## config.mk

```make
export PLATFORM = sky130hd
export DESIGN_NAME = dmem_arbiter
export DESIGN_NICKNAME = d
export VERILOG_FILES = /design/src/rtl/dmem_pkg.sv /design/src/rtl/dmem_arbiter_rr_pick2.sv /design/src/rtl/dmem_arbiter.sv
export SDC_FILE = /design/constraint.sdc
export NUM_CORES = 1
export LEC_CHECK = 0
export ABC_AREA = 1
export BUFFER_PORTS_ARGS = -buffer_cell sky130_fd_sc_hd__buf_4
export CAP_MARGIN = 40
export CORE_MARGIN = 5
export CORE_UTILIZATION = 40
export DETAILED_ROUTE_END_ITERATION = 7
export HOLD_SLACK_MARGIN = 0.05
export PLACE_DENSITY = 0.76
export SLEW_MARGIN = 30
export SYNTH_ARGS = -nofsm -noshare
export SYNTH_HDL_FRONTEND = slang
export SYNTH_SLANG_ARGS = --single-unit
```

## constraint.sdc

```tcl
create_clock -name CLK -period 1.5 [get_ports CLK]
set_input_delay 0.15 -clock CLK [delete_from_list [all_inputs] [get_ports CLK]]
set_output_delay 0.15 -clock CLK [all_outputs]
set_load 0.02 [all_outputs]
```

## src/rtl/dmem_pkg.sv

```systemverilog
// Shared types and default widths for the data-memory arbiter and data_mem.
package dmem_pkg;

    localparam int AW_DEF  = 8;
    localparam int DW_DEF  = 8;
    localparam int CTW_DEF = 16;

    // Memory ownership: shared round-robin, or held exclusively by the host.
    typedef enum logic {
        FREE      = 1'b0,
        HOST_LOCK = 1'b1
    } own_t;

    // Requester ids as stored in the last-winner register.
    localparam logic REQ_CORE = 1'b0;
    localparam logic REQ_HOST = 1'b1;

endpackage

```

## src/rtl/dmem_arbiter_rr_pick2.sv

```systemverilog
// Two-way round-robin picker. A tie goes to the requester that did not win
// most recently; mask0 removes requester 0 from contention (host lock).
module rr_pick2 (
    input  logic [1:0] req,
    input  logic       last_win,
    input  logic       mask0,
    output logic [1:0] gnt
);

    logic [1:0] eff;

    // One-hot grant from the effective request vector and the previous winner.
    always_comb begin
        eff = {req[1], req[0] & ~mask0};
        gnt = 2'b00;
        case (eff)
            2'b01:   gnt = 2'b01;
            2'b10:   gnt = 2'b10;
            2'b11:   gnt = last_win ? 2'b01 : 2'b10;
            default: gnt = 2'b00;
        endcase
    end

endmodule

```

## src/rtl/dmem_arbiter.sv

```systemverilog
// Shares the single-port data_mem between the core (requester 0) and the
// host/loader (requester 1). Same-cycle grant, one-cycle registered read
// return, optional host ownership lock, saturating core stall counter.
module dmem_arbiter
    import dmem_pkg::*;
#(
    parameter int AW  = AW_DEF,
    parameter int DW  = DW_DEF,
    parameter int CTW = CTW_DEF
) (
    input  logic           CLK,
    input  logic           start,
    input  logic           req0,
    input  logic           req1,
    input  logic           we0,
    input  logic           we1,
    input  logic [AW-1:0]  addr0,
    input  logic [AW-1:0]  addr1,
    input  logic [DW-1:0]  wdata0,
    input  logic [DW-1:0]  wdata1,
    input  logic           lock1,
    output logic           gnt0,
    output logic           gnt1,
    output logic           rvalid0,
    output logic           rvalid1,
    output logic [DW-1:0]  rdata0,
    output logic [DW-1:0]  rdata1,
    output logic [AW-1:0]  mem_addr,
    output logic           mem_wen,
    output logic [DW-1:0]  mem_wdata,
    input  logic [DW-1:0]  mem_rdata,
    output logic [CTW-1:0] stall_ct
);

    own_t       state;
    own_t       state_nxt;
    logic       last_win;
    logic [1:0] req_q;
    logic [1:0] gnt;

    // While start is high nobody is granted, so no access or rvalid can
    // be launched during reset.
    assign req_q = {req1, req0} & {2{~start}};

    rr_pick2 u_pick (
        .req      (req_q),
        .last_win (last_win),
        .mask0    (state == HOST_LOCK),
        .gnt      (gnt)
    );

    assign gnt0 = gnt[0];
    assign gnt1 = gnt[1];

    // Route the winner onto the memory port; idle port parks at address 0.
    always_comb begin
        mem_addr  = '0;
        mem_wen   = 1'b0;
        mem_wdata = '0;
        if (gnt[0]) begin
            mem_addr  = addr0;
            mem_wen   = we0;
            mem_wdata = wdata0;
        end else if (gnt[1]) begin
            mem_addr  = addr1;
            mem_wen   = we1;
            mem_wdata = wdata1;
        end
    end

    // Ownership next state: lock on a locked host grant, release whenever
    // lock1 drops (the grant in the releasing cycle is still served).
    always_comb begin
        state_nxt = state;
        case (state)
            FREE:      if (gnt[1] & lock1) state_nxt = HOST_LOCK;
            HOST_LOCK: if (~lock1)         state_nxt = FREE;
            default:   state_nxt = FREE;
        endcase
    end

    // Ownership state register.
    always_ff @(posedge CLK) begin
        if (start) state <= FREE;
        else       state <= state_nxt;
    end

    // Remember who won last; reset to host so the core takes the first tie.
    always_ff @(posedge CLK) begin
        if (start)       last_win <= REQ_HOST;
        else if (gnt[0]) last_win <= REQ_CORE;
        else if (gnt[1]) last_win <= REQ_HOST;
    end

    // Core read return: capture on a granted read, pulse rvalid for one cycle.
    always_ff @(posedge CLK) begin
        if (start) begin
            rvalid0 <= 1'b0;
            rdata0  <= '0;
        end else begin
            rvalid0 <= gnt[0] & ~we0;
            if (gnt[0] & ~we0) rdata0 <= mem_rdata;
        end
    end

    // Host read return, same scheme as the core side.
    always_ff @(posedge CLK) begin
        if (start) begin
            rvalid1 <= 1'b0;
            rdata1  <= '0;
        end else begin
            rvalid1 <= gnt[1] & ~we1;
            if (gnt[1] & ~we1) rdata1 <= mem_rdata;
        end
    end

    // Count cycles where the core asks but is not served; stick at all-ones.
    always_ff @(posedge CLK) begin
        if (start)
            stall_ct <= '0;
        else if (req0 & ~gnt[0] & ~(&stall_ct))
            stall_ct <= stall_ct + CTW'(1);
    end

endmodule

```

==> summary.txt <==
Cells and area
  – # fillers: 367
  – Post-route cell area: 0.00302 mm^2
  – Most frequent cells in the layout: buf_4 (98), nand2_1 (69), nor2_1 (36), dfxtp_1 (27), o21ai_0 (17)
  – Share of post-route cells with drive strength above 1: 0.436
  – FF/Latch Area: 734 um^2
  – Multi-input combinational cell area: 0.00108 mm^2
  – Final net count: 421
  – Commonest non-fill, non-tap cell in the layout: buf_4
  – N_diodes: 0
  – Layout area overhead: 63.3%

Critical path
  – Critical path arrival: 1450 ps
  – Slowest stage delay, CP: 340 ps
  – R2R Path End: stall_ct[5]
  – Nature of the critical path endpoint: output port
  – Bufs and invs on worst path: 3
  – CP top delay family: buffers and inverters
  – Worst setup SP type: register
  – Crit path max-delay cell type: dfxtp_2
  – R2R cell count: 8
  – Worst Path Required: 1350 ps
  – CP Class: reg2out
  – Cell mode on critical path: nand2_4
  – Crit Path Max Fanout: 8
  – Register-to-register setup slack: 70 ps
  – RR Startpoint: last_win
  – CP cell instances: inv_2, nand2_4, nand2_4, nor2_4, clkbuf_16, a22o_1, buf_6

Yosys
  – Mean Syn Cell Area: 7.17 um^2
  – Net Count, Synth: 306
  – Synth Warn #: 0
  – Flops & latches, synth: 36
  – Async S/R FF share, synth: 0
  – Synth Cell Area: 0.00185 mm^2
  – Cells after synthesis: 258
  – EDFF count, synth: 0
  – Register area share after synthesis: 0.389
  – Most common flop cell mapped by yosys: dfxtp_1
  – Synth unique cells: 26

Worst hold path
  – HP Class: in2reg
  – Hold path endpoint: rdata1[5]
  – Hold path startpoint: mem_rdata[5]
  – Hold Crit Depth: 3

GRT
  – Vias in the first global route: 2054
  – Overflow after GRT: 0
  – Largest net degree at the start of global routing: 22
  – Initial antenna violation count: 0
  – First-pass GRT wire length: 9.40 mm
  – GRT Total Usage: 0.191

Floorplanning
  – Area of the die: 0.00609 mm^2
  – Boundary Pins: 100
  – Core area: 0.00441 mm^2
  – Die W: 78.0 um
  – Die height: 78.0 um
  – Initial Util: 0.419
  – Std-Cell Rows: 24

Place
  – Final GP Congestion: 0.885
  – Port Buffer Count: 99
  – Placed inst area: 0.00272 mm^2
  – Dpl hpwl: 4.43 mm

Timing
  – Worst slew margin: 0.637
  – Final worst slack: -102 ps
  – Fmax achieved: 624 MHz
  – Final count of negative-setup-slack endpoints: 17
  – Unrepaired setup endpoints after global routing: true
  – Slew Limit Fails: 0
  – Actual slew at the worst max-slew pin: 544 ps
  – Setup Skew: 3.73 ps
  – Period minus WS final: 1600 ps
  – Hold Fails Final Rpt: 0
  – Hold slack: 58.7 ps
  – Final worst path period share: 1.07

Flow run
  – Number of max-cap violations: 0

CTS
  – Num CTS Buffers: 5
  – Clock net sink count: 36
  – Clock Tree Root: clkbuf_8
  – Clock transition at path regs: 70 ps
  – H-tree lvl count: 2
  – Longest Clk Path Bufs: 2
  – Hold-fix buffers, CTS: 0
  – CTS tree: built
  – Clk_lat worst skew: 290 ps

Detailed routing
  – DRC: 0
  – Via density: 5.01
  – Routed WL: 6.33 mm
  – M1 WL: 2.50 mm
  – Met3 wire length: 468 um
  – Avg WL per Cell: 14.9 um
  – Vias: 2136
  – Top Layer Used: met4
  – Met2 WL post-DR: 3.26 mm
  – Number of DRC markers in iteration 0: 157
  – Drt pass-1 iters: 4
  – Routed Antenna Nets: 0

Status
  – Failing checks: negative setup slack
  – Status: complete, but fails checks

Power and ir drop
  – Power Density: 797 mW/mm^2
  – Tot Pwr: 2410 uW
  – Max IR drop VDD: 0.000639 V
  – Leakage Power: 0.00138 uW
-- area by class of cell --
cell class | count | area share
multi-input combinational | 197 | 0.357
timing repair buffer | 116 | 0.318
sequential | 36 | 0.243
inverter | 17 | 0.0236
clock buffer | 5 | 0.0228
tap | 52 | 0.0215
clock inverter | 3 | 0.0141
-- Yosys cell counts, types with 2 or more instances --
| cell | n | share of area |
|---|---|---|
| a21oi_1 | 8 | 0.022 |
| a21oi_2 | 6 | 0.028 |
| a22o_1 | 16 | 0.076 |
| buf_2 | 3 | 0.0081 |
| buf_6 | 2 | 0.012 |
| clkbuf_1 | 3 | 0.0061 |
| dfxtp_1 | 36 | 0.39 |
| inv_1 | 15 | 0.030 |
| inv_2 | 2 | 0.0041 |
| nand2_1 | 73 | 0.15 |
| nand3_1 | 10 | 0.027 |
| nand4_1 | 6 | 0.020 |
| nor2_1 | 40 | 0.081 |
| nor2_2 | 4 | 0.014 |
| nor2_4 | 2 | 0.012 |
| o21ai_0 | 18 | 0.049 |
| xnor2_1 | 3 | 0.014 |
| xor2_1 | 3 | 0.014 |
-- timing repair --
action	4_1_cts	5_1_grt
cloned	1	1
pin swaps	4	7
resized for setup	22	23
setup buffers	4	0
setup endpoints to repair	17	26
-- flip-flops by register name, summed over array words and instances, names as in the netlist --
signal    cells
last_win      1
state         1
stall_ct     16
rvalid1       1
rdata0        8
rdata1        8
rvalid0       1
-- metal layers --
| metal | vias to the layer above | track usage |
|---|---|---|
| met4 | 0 | 0.0625 |
| met3 | 8 | 0.0767 |
| met5 | - | 0 |
| met2 | 69 | 0.323 |
| li1 | 1079 | - |
| met1 | 980 | 0.221 |
-- worst reg2reg max path: cells and delay by family, from the launching register on --
family | cells | cell delay, ps
buffers and inverters | 2 | 210
flip-flops | 1 | 330
AO/OA/AOI/OAI | 1 | 140
AND/OR/NAND/NOR | 5 | 700
-- kinds of logic after synthesis --
logic type	after synthesis	share of synthesized area
compound gates	49	0.179
buf+inv	26	0.0649
flops	36	0.389
simple gates	140	0.332
xor+xnor	6	0.0284
fa+ha+maj	1	0.00676
-- metrics by stage --
step | cells | setup slack [ps] | utilization | TNS [ps]
global route | 426 | -182 | 0.685 | -1850
floorplan | 258 | 31.1 | - | 0
CTS | 425 | -82.5 | 0.670 | -849
finish | 426 | -102 | 0.685 | -559
global placement | 412 | 117 | 0.617 | 0
detailed placement | 412 | 91.2 | 0.617 | 0
-- report_power, final --
part	total [uW]	internal (uW)	switching, uW
combinational	533	263	270
clock	861	492	369
sequential	1010	989	24.3
total	2410	1740	664
-- worst max path at each step --
| stage | from | end | cells past startpoint |
|---|---|---|---|
| CTS | last_win | mem_wdata[5] | 7 |
| global route | last_win | mem_addr[4] | 7 |
| global placement | stall_ct[0] | stall_ct[1] | 8 |
| finish | last_win | mem_addr[4] | 7 |
| detailed placement | stall_ct[0] | stall_ct[1] | 8 |
| floorplan | stall_ct[4] | stall_ct[5] | 8 |
No activity file was read; power rests on OpenSTA's default activity.
